File: src/rtl/ras_link_pkg.sv
// Shared definitions for the Raspberry Pi host link: word geometry, header layout
// and the receive framing state.
package ras_link_pkg;

  localparam int NIBBLE_W         = 4;
  localparam int WORD_W           = 32;
  localparam int NIBBLES_PER_WORD = 8;
  localparam logic [15:0] HDR_MAGIC_DEFAULT = 16'h5A5A;

  localparam int HDR_MAGIC_MSB = 31;
  localparam int HDR_MAGIC_LSB = 16;
  localparam int HDR_LEN_MSB   = 15;
  localparam int HDR_LEN_LSB   = 0;

  typedef enum logic [1:0] {IDLE, HDR, PAY} rx_state_e;

  typedef struct packed {
    logic              last;
    logic [WORD_W-1:0] data;
  } rx_word_t;

  function automatic logic [15:0] hdr_magic(input logic [WORD_W-1:0] w);
    return w[HDR_MAGIC_MSB:HDR_MAGIC_LSB];
  endfunction

  function automatic logic [15:0] hdr_len(input logic [WORD_W-1:0] w);
    return w[HDR_LEN_MSB:HDR_LEN_LSB];
  endfunction

endpackage

File: src/rtl/ras_rx_nibble_packer_if.sv
// Nibble input stream and 32-bit payload output stream of the receive packer.
interface ras_rx_nibble_packer_if;
  import ras_link_pkg::*;

  logic                rasin_valid;
  logic [NIBBLE_W-1:0] rasin_data;
  logic                rasin_ready;
  logic                out_valid;
  logic                out_ready;
  logic [WORD_W-1:0]   out_data;
  logic                out_last;

  modport master (output rasin_valid, rasin_data, out_ready,
                  input  rasin_ready, out_valid, out_data, out_last);
  modport slave  (input  rasin_valid, rasin_data, out_ready,
                  output rasin_ready, out_valid, out_data, out_last);
endinterface

File: src/rtl/ras_word_fifo.sv
// Registered circular-buffer FIFO with occupancy count; shared by rx and tx link sides.
module ras_word_fifo #(
  parameter int WIDTH = 33,
  parameter int DEPTH = 4
) (
  input  logic             clk,
  input  logic             rst,
  input  logic             push_i,
  input  logic [WIDTH-1:0] wdata_i,
  input  logic             pop_i,
  output logic [WIDTH-1:0] rdata_o,
  output logic             empty_o,
  output logic             full_o
);
  localparam int AW = $clog2(DEPTH);
  localparam logic [AW:0] FULL_CNT = (AW+1)'(DEPTH);

  logic [WIDTH-1:0] mem_q [DEPTH];
  logic [AW-1:0]    wptr_q, rptr_q;
  logic [AW:0]      cnt_q;
  logic             do_push, do_pop;

  assign empty_o = (cnt_q == '0);
  assign full_o  = (cnt_q == FULL_CNT);
  assign do_push = push_i && !full_o;
  assign do_pop  = pop_i && !empty_o;
  // Idle head reads as zero so the output bus is clean after reset.
  assign rdata_o = empty_o ? '0 : mem_q[rptr_q];

  always_ff @(posedge clk) begin
    if (do_push) mem_q[wptr_q] <= wdata_i;
  end

  always_ff @(posedge clk) begin
    if (rst) begin
      wptr_q <= '0;
      rptr_q <= '0;
      cnt_q  <= '0;
    end else begin
      if (do_push) wptr_q <= wptr_q + 1'b1;
      if (do_pop)  rptr_q <= rptr_q + 1'b1;
      case ({do_push, do_pop})
        2'b10:   cnt_q <= cnt_q + 1'b1;
        2'b01:   cnt_q <= cnt_q - 1'b1;
        default: cnt_q <= cnt_q;
      endcase
    end
  end
endmodule

File: src/rtl/ras_rx_nibble_packer.sv
// Assembles rasin nibbles into words, strips/validates the frame header and queues
// payload words with a last flag for the compute input stream.
module ras_rx_nibble_packer
  import ras_link_pkg::*;
#(
  parameter int          FIFO_DEPTH = 4,
  parameter logic [15:0] HDR_MAGIC  = HDR_MAGIC_DEFAULT
) (
  input  logic                   clk,
  input  logic                   ap_rst,
  input  logic                   ap_start,
  ras_rx_nibble_packer_if.slave  bus,
  output logic                   frame_done,
  output logic [7:0]             frame_cnt,
  output logic                   hdr_err
);
  rx_state_e         state_q, state_d;
  logic [2:0]        nib_q, nib_d;
  logic [WORD_W-1:0] sr_q, sr_d, sr_ins;
  logic [15:0]       wcnt_q, wcnt_d, len_q, len_d;
  logic [7:0]        fcnt_q, fcnt_d;
  logic              herr_q, herr_d;
  logic              rdy, acc, push, fifo_full, fifo_empty;
  rx_word_t          wr_word, head;

  always_comb begin
    state_d = state_q;
    nib_d   = nib_q;
    sr_d    = sr_q;
    wcnt_d  = wcnt_q;
    len_d   = len_q;
    fcnt_d  = fcnt_q;
    herr_d  = herr_q;
    rdy     = 1'b0;
    push    = 1'b0;
    frame_done = 1'b0;
    wr_word = '0;

    case (state_q)
      IDLE:    if (ap_start) state_d = HDR;
      HDR:     rdy = 1'b1;
      // Completing nibble waits for room; a pop in the same cycle does not count.
      PAY:     rdy = (nib_q != 3'd7) || !fifo_full;
      default: state_d = IDLE;
    endcase
    if (ap_rst) rdy = 1'b0;

    sr_ins = sr_q;
    sr_ins[{nib_q, 2'b00} +: NIBBLE_W] = bus.rasin_data;
    acc = bus.rasin_valid && rdy;

    if (acc) begin
      nib_d = nib_q + 3'd1;
      sr_d  = (nib_q == 3'd7) ? '0 : sr_ins;
      if (nib_q == 3'd7) begin
        if (state_q == HDR) begin
          if (hdr_magic(sr_ins) != HDR_MAGIC) begin
            herr_d = 1'b1;
          end else if (hdr_len(sr_ins) == 16'd0) begin
            frame_done = 1'b1;
            fcnt_d     = fcnt_q + 8'd1;
            state_d    = ap_start ? HDR : IDLE;
          end else begin
            len_d   = hdr_len(sr_ins);
            wcnt_d  = 16'd0;
            state_d = PAY;
          end
        end else if (state_q == PAY) begin
          push         = 1'b1;
          wcnt_d       = wcnt_q + 16'd1;
          wr_word.data = sr_ins;
          wr_word.last = (wcnt_d == len_q);
          if (wr_word.last) begin
            frame_done = 1'b1;
            fcnt_d     = fcnt_q + 8'd1;
            state_d    = ap_start ? HDR : IDLE;
          end
        end
      end
    end
  end

  always_ff @(posedge clk) begin
    if (ap_rst) begin
      state_q <= IDLE;
      nib_q   <= '0;
      sr_q    <= '0;
      wcnt_q  <= '0;
      len_q   <= '0;
      fcnt_q  <= '0;
      herr_q  <= 1'b0;
    end else begin
      state_q <= state_d;
      nib_q   <= nib_d;
      sr_q    <= sr_d;
      wcnt_q  <= wcnt_d;
      len_q   <= len_d;
      fcnt_q  <= fcnt_d;
      herr_q  <= herr_d;
    end
  end

  ras_word_fifo #(.WIDTH($bits(rx_word_t)), .DEPTH(FIFO_DEPTH)) u_fifo (
    .clk     (clk),
    .rst     (ap_rst),
    .push_i  (push),
    .wdata_i (wr_word),
    .pop_i   (bus.out_valid && bus.out_ready),
    .rdata_o (head),
    .empty_o (fifo_empty),
    .full_o  (fifo_full)
  );

  assign bus.rasin_ready = rdy;
  assign bus.out_valid   = !fifo_empty;
  assign bus.out_data    = head.data;
  assign bus.out_last    = head.last;
  assign frame_cnt       = fcnt_q;
  assign hdr_err         = herr_q;
endmodule

File: src/flat_wrapper.sv
// flat-port wrapper written by rule: the top's interface ports become plain ports
module ras_rx_nibble_packer_flat import ras_link_pkg::*;
#(
  parameter int          FIFO_DEPTH = 4,
  parameter logic [15:0] HDR_MAGIC  = HDR_MAGIC_DEFAULT
)
  (clk, ap_rst, ap_start, frame_done, frame_cnt, hdr_err, bus_rasin_valid, bus_rasin_data, bus_out_ready, bus_rasin_ready, bus_out_valid, bus_out_data, bus_out_last);
  ras_rx_nibble_packer_if bus_i ();
  input  logic clk;
  input  logic ap_rst;
  input  logic ap_start;
  output logic frame_done;
  output logic [7:0] frame_cnt;
  output logic hdr_err;
  input wire logic [$bits(bus_i.rasin_valid)-1:0] bus_rasin_valid;
  input wire logic [$bits(bus_i.rasin_data)-1:0] bus_rasin_data;
  input wire logic [$bits(bus_i.out_ready)-1:0] bus_out_ready;
  output wire logic [$bits(bus_i.rasin_ready)-1:0] bus_rasin_ready;
  output wire logic [$bits(bus_i.out_valid)-1:0] bus_out_valid;
  output wire logic [$bits(bus_i.out_data)-1:0] bus_out_data;
  output wire logic [$bits(bus_i.out_last)-1:0] bus_out_last;
  assign bus_i.rasin_valid = bus_rasin_valid;
  assign bus_i.rasin_data = bus_rasin_data;
  assign bus_i.out_ready = bus_out_ready;
  assign bus_rasin_ready = bus_i.rasin_ready;
  assign bus_out_valid = bus_i.out_valid;
  assign bus_out_data = bus_i.out_data;
  assign bus_out_last = bus_i.out_last;
  ras_rx_nibble_packer #(.FIFO_DEPTH(FIFO_DEPTH), .HDR_MAGIC(HDR_MAGIC)) u_core (.clk(clk), .ap_rst(ap_rst), .ap_start(ap_start), .bus(bus_i), .frame_done(frame_done), .frame_cnt(frame_cnt), .hdr_err(hdr_err));
endmodule
File: config.mk
export PLATFORM = sky130hd
export DESIGN_NAME = ras_rx_nibble_packer_flat
export DESIGN_NICKNAME = d
export VERILOG_FILES = /design/src/rtl/ras_link_pkg.sv /design/src/rtl/ras_rx_nibble_packer_if.sv /design/src/rtl/ras_word_fifo.sv /design/src/rtl/ras_rx_nibble_packer.sv /design/src/flat_wrapper.sv
export SDC_FILE = /design/constraint.sdc
export NUM_CORES = 1
export LEC_CHECK = 0
export ABC_AREA = 1
export BUFFER_PORTS_ARGS = -buffer_cell sky130_fd_sc_hd__buf_4
export CAP_MARGIN = 20
export CORE_MARGIN = 1.5
export CORE_UTILIZATION = 40
export DETAILED_ROUTE_END_ITERATION = 7
export PLACE_DENSITY_LB_ADDON = 0.3
export SLEW_MARGIN = 10
export SYNTH_ARGS = -nofsm -noshare
export SYNTH_HDL_FRONTEND = slang
export SYNTH_SLANG_ARGS = --single-unit
File: constraint.sdc
create_clock -name clk -period 3.5 [get_ports clk]
set_input_delay 0.7 -clock clk [delete_from_list [all_inputs] [get_ports clk]]
set_output_delay 0.7 -clock clk [all_outputs]
set_load 0.02 [all_outputs]
# After elaboration in Yosys (flattened, before gate mapping)
# Memories as Yosys holds them, arrays and structs flattened. A register that Yosys moved wholly into a read port is not among the register bits.
# Cells that the tools add are included.
# totals
ff_bits	85
latch_bits	0
mem_bits_rw	132
rom_bits	0
inputBits	9
output_inout_bits	45
n_memories	1
# classes
addsub	8
mul	0
div_mod_pow	0
magnitude_cmp	0
n_eq_ne	12
n_shift	2
mux	44
n_bitwise	2
reduce_logical	18
# mem_list
memory	words	word_bits	rd	rd_ports_with_merged_regs	write_ports	line_no	rtl
u_core.u_fifo.mem_q	4	33	1	1	1	ras_word_fifo.sv:18	logic [WIDTH-1:0] mem_q [DEPTH];
# op_table
cell	n
$mux 33	5
$mux 16	4
$mux 8	5
$bwmux 32	1
$mux 32	1
$shift 4x7->32 const A	1
$shiftx 4x7->32	1
$mux 2	10
$add 16x1->16 const B	1
$eq 16x16->1	1
$logic_not 16->1	1
$ne 16x15->1 const B	1
$mux 1	15
$reduce_and 5->1	2
$add 8x1->8 const B	1
$neg 5->7	1
$add 3x1->3 const B	2
$eq 3x3->1 const B	2
$ne 2x2->1 const B	3
$pmux 3 s2	1
$reduce_and 6->1	1
$reduce_bool 2->1	3
$add 2x1->2 const B	2
$eq 2x1->1 const B	2
13 further kinds	19

# Depth between registers and ports, before layout
# depth
depth_word	10
ltp_mapped	22
mapped_depth_nobuf	20

# By module
# A second synthesis with hierarchy kept.
# unflattened
cells_unflattened	1293
area_unflattened_um2	10677.7
# by_module_without_submodules
mod	n_inst	cells_each	area_each_um2	seq_area_each_um2
ras_word_fifo	1	459	5585.4	4144.0
ras_rx_nibble_packer	1	834	5092.4	1561.5

# Worst setup path before layout
# No wires, ideal clock.
# synth_path
kind	reg-to-reg
from	reg u_core.nib_q[0]
to	mem u_core.u_fifo.mem_q[0][0], enable pin
setup_ns	0.423
arrival_time_ns	3.125
t_required_ns	3.077
setup_slack_ns	-0.048
stages_incl_launch_ff	10
path_buffers	0
period_less_slack_ns	3.548
cell_sequence	dfxtp_1 > ha_1 > ha_1 > o211ai_1 > nand3_1 > nor2_2 > nand2_2 > nor2_1 > inv_1 > nor2_1
# synth_between
elab_chain_len	9
# synth_lines
item	line_no	rtl
start: declaration	ras_rx_nibble_packer.sv:18	logic [2:0] nib_q, nib_d;
start signal: assignment	ras_rx_nibble_packer.sv:94	nib_q <= nib_d;
$ne 3x3->1	ras_rx_nibble_packer.sv:43	PAY: rdy = (nib_q != 3'd7) || !fifo_full;
$logic_or 1x1->1	ras_rx_nibble_packer.sv:43	
$pmux 1 s2	ras_rx_nibble_packer.sv:39	case (state_q)
$mux 1	ras_rx_nibble_packer.sv:46	if (ap_rst) rdy = 1'b0;
$logic_and 1x1->1	ras_rx_nibble_packer.sv:50	acc = bus.rasin_valid && rdy;
$mux 1 (*)	ras_rx_nibble_packer.sv:52	if (acc) begin
$logic_and 1x1->1 (*)	ras_word_fifo.sv:25	assign do_push = push_i && !full_o;
$mux 1 (*)	ras_word_fifo.sv:31	if (do_push) mem_q[wptr_q] <= wdata_i;
$mux 1 (not written as such) (*)	ras_word_fifo.sv:31	
end: declaration	ras_word_fifo.sv:18	
# Every way passes the cells marked *; elsewhere a longest branch is shown, timed or not.

# Worst setup path after layout
# layout_path
from	reg u_core.nib_q[1]
to	out frame_done
# layout_between
elab_chain_len	9
# layout_lines
item	line_no	rtl
$neg 5->7	ras_rx_nibble_packer.sv:49	sr_ins[{nib_q, 2'b00} +: NIBBLE_W] = bus.rasin_data;
$shiftx 4x7->32 or $shift 4x7->32 (tied branches)	ras_rx_nibble_packer.sv:49	
$bwmux 32	ras_rx_nibble_packer.sv:49	
$logic_not 16->1	ras_rx_nibble_packer.sv:59	end else if (hdr_len(sr_ins) == 16'd0) begin
$mux 1	ras_rx_nibble_packer.sv:59	
$mux 1	ras_rx_nibble_packer.sv:57	if (hdr_magic(sr_ins) != HDR_MAGIC) begin
$mux 1	ras_rx_nibble_packer.sv:56	if (state_q == HDR) begin
$mux 1	ras_rx_nibble_packer.sv:55	if (nib_q == 3'd7) begin
$mux 1 (*)	ras_rx_nibble_packer.sv:52	
end: declaration	flat_wrapper.sv:12	output logic frame_done;
# Marks and branches as above.

==> summary.txt <==
io pins: 54
vias in the first global route: 7738
Reg2Reg Depth: 17
area share of and/or/nand/nor cells after synthesis: 24.0%
CP Class: reg -> out
commonest non-fill, non-tap cells in the layout: 217 x nor2_1, 169 x nand2_1, 132 x edfxtp_1
initial antenna violation count: 0
Num CTS Buffers: 23
placed cell count: 1620
first-pass GRT wire length: 40300 µm
synth warn: 0
DR iter-0 viols: 575
hold endpoint: u_core.sr_q[30]
Longest Clk Path Bufs: 3
total power: 5.49 mW
pre-CTS setup slack: 0.0697 ns
setup TNS: 0 ns
area fraction in compound gates after synthesis: 12.0%
WP data required: 2.80 ns
most common cell after layout, fill and taps aside: nor2_1
Tcrit/Tclk final: 97.6%
xor/xnor share of the synthesized area: 0.629%
largest net degree at the start of global routing: 49
status: complete, no violations
CTS clock-pin slew for the worst setup and hold paths: 0.06 ns
Placeable Area: 26000 µm²
total congestion overflow: 0
die area: 27400 µm²
Lkg Pwr: 4.82 nW
DP Area: 11500 µm²
Synth Area in Adders: 2.32%
cell area after synthesis: 10500 µm²
final WL: 26100 µm
CP Launch Point: u_core.nib_q[1]
Synth Flop Type: edfxtp_1
area growth from synthesis to layout: 19.0%
Achievable Freq: 0.293 GHz
vias post-DR: 8669
global placement routability congestion: 0.879
Design Area, Final: 12600 µm²
synthesis-stage register bit count: 219
number of synthesized flops with an enable pin: 132
Post-Syn Instances: 1251
Cell Pwr Density: 437 nW/µm²
layout cells sized above 1: 18.0%
min Tclk post-route: 3.42 ns
hold violation total from the final report: 0
worst hold stages: 2
final std cells w/o fill: 1677
ys async rst share: 0%
RR Endpoint: u_core.u_fifo.cnt_q[2]
Setup Skew: 0.00916 ns
cell row count: 59
n_diodes: 0
mux contribution to synthesized area: 0%
hold_sp: u_core.sr_q[30]
CP arrival: 2.72 ns
Worst Setup Slack, final: 0.0827 ns
post-DR wirelength/cell: 15.6 µm
Setup crit end kind: primary output
Detail Route Antenna Nets: 0
Worst Tran Pin Value: 0.821 ns
MaxCap Viol Count: 0
worst-path fanout max: 7
gr usage total: 18.8%
Min Hold Slack: 0.466 ns
Avg Inst Size Synth: 8.43 µm²
clock sink total: 219
Critical Path Start Type: flop
Port Buffer Count: 53
DRC: 0
RSZ-0062 raised after global routing: true
Initial Utilization: 40.6%
Final setup viols: 0
CTS tree: yes
CTS root buffer: clkbuf_16
post-synthesis cell type count: 38
r2r startpoint: u_core.nib_q[0]
Die W: 165 µm
Hold WC Path Type: reg -> reg
DP Wirelength: 16700 µm
Slew Viols, Final: 0
r2r setup slk: 0.44 ns
chip height: 165 µm
fin nets: 1356
Worst VDD drop: 0.320 mV
hold buffers post-CTS: 0
Worst slew margin: 45.2%
final core occ: 48.3%
Pre-antenna DRT Iters: 5
main combinational cell family by area after synthesis: simple AND/OR/NAND/NOR gates
H-tree levels: 1
Skew-Pair Late Insertion Delay: 0.50 ns
sequential-to-total area share from yosys stat: 54.1%
Vias/cell: 5.17
Mapped Nets: 1279
report_power, final:
| part | internal, mW | switching [mW] | total, mW |
|---|---|---|---|
| Clock | 1.22 | 0.941 | 2.16 |
| Combinational | 0.196 | 0.397 | 0.592 |
| Sequential | 2.71 | 0.0223 | 2.74 |
| Total | 4.13 | 1.36 | 5.49 |
per-layer routing:
metal / wire length, µm / GRT usage [%] / vias up
met2: 12100 / 31.1 / 219
li1: - / - / 4319
met4: 435 / 4.42 / 0
met3: 1490 / 2.42 / 36
met5: 0 / 0 / -
met1: 12000 / 26.1 / 4095
how the worst max path moves through the flow:
stage / slack, ns / cells past startpoint / end
floorplan: -0.05 / 9 / u_core.u_fifo.mem_q[0][0]
global placement: 0.17 / 16 / frame_done
detailed placement: 0.07 / 16 / frame_done
CTS: 0.0009 / 16 / frame_done
global route: -0.08 / 16 / frame_done
finish: 0.08 / 16 / frame_done
critical path: stages, from the launching register on:
cell     delay [ns]
dfxtp_2        0.35
inv_4          0.05
ha_4           0.16
ha_4           0.34
buf_4          0.15
nand2_1        0.06
nor2_2         0.20
nand2_1        0.13
nand2_1        0.14
nor2_1         0.05
nand2_1        0.06
nor2_1         0.04
nand2_2        0.11
nand2_4        0.08
nand2_8        0.09
a21oi_4        0.04
buf_6          0.14
cell usage after synthesis (all sizes together) (2+ instances only):
cell type / instances / area (µm²)
xnor2: 2 / 17.5
nand4: 9 / 56.3
nor3: 5 / 25.0
ha: 18 / 225
xor2: 3 / 26.3
inv: 124 / 480
a211oi: 4 / 30.0
a21oi: 113 / 566
dfxtp: 87 / 1740
clkbuf: 39 / 146
edfxtp: 132 / 3960
a31oi: 5 / 31.3
o21ai: 123 / 616
nor2: 242 / 973
nand2: 212 / 876
nand3: 112 / 593
buf: 15 / 108
area by class of cell:
| cell class | count | area [µm²] |
|---|---|---|
| clock buffer | 30 | 612 |
| clock inverter | 9 | 42.5 |
| fill | 2464 | 13400 |
| inverter | 124 | 485 |
| multi-input combinational | 854 | 4410 |
| sequential | 219 | 5720 |
| tap | 335 | 419 |
| timing repair buffer | 106 | 862 |
timing repair:
item	4_1_cts	5_1_grt
resized for setup	17	75
pin swaps	3	27
setup buffers	4	14
setup endpoints to repair	1	1
registers in the layout (all words and copies together) (netlist names), named ones only:
| register | flops |
|---|---|
| u_core.wcnt_q | 16 |
| u_core.nib_q | 3 |
| u_core.u_fifo.cnt_q | 3 |
| u_core.state_q | 2 |
| u_core.u_fifo.rptr_q | 2 |
| u_core.u_fifo.wptr_q | 2 |
| u_core.frame_cnt | 8 |
| u_core.len_q | 16 |
| u_core.sr_q | 32 |
| u_core.u_fifo.mem_q | 132 |
| u_core.hdr_err | 1 |
logic make-up (layout without fill, tap and decap cells):
kind of cell / after synthesis / after routing
fa+ha+maj: 19 / 19
buf+inv: 178 / 269
simple gates: 581 / 581
flops: 219 / 219
compound gates: 248 / 248
xor+xnor: 6 / 6
Power figures use the tool's default switching activity.
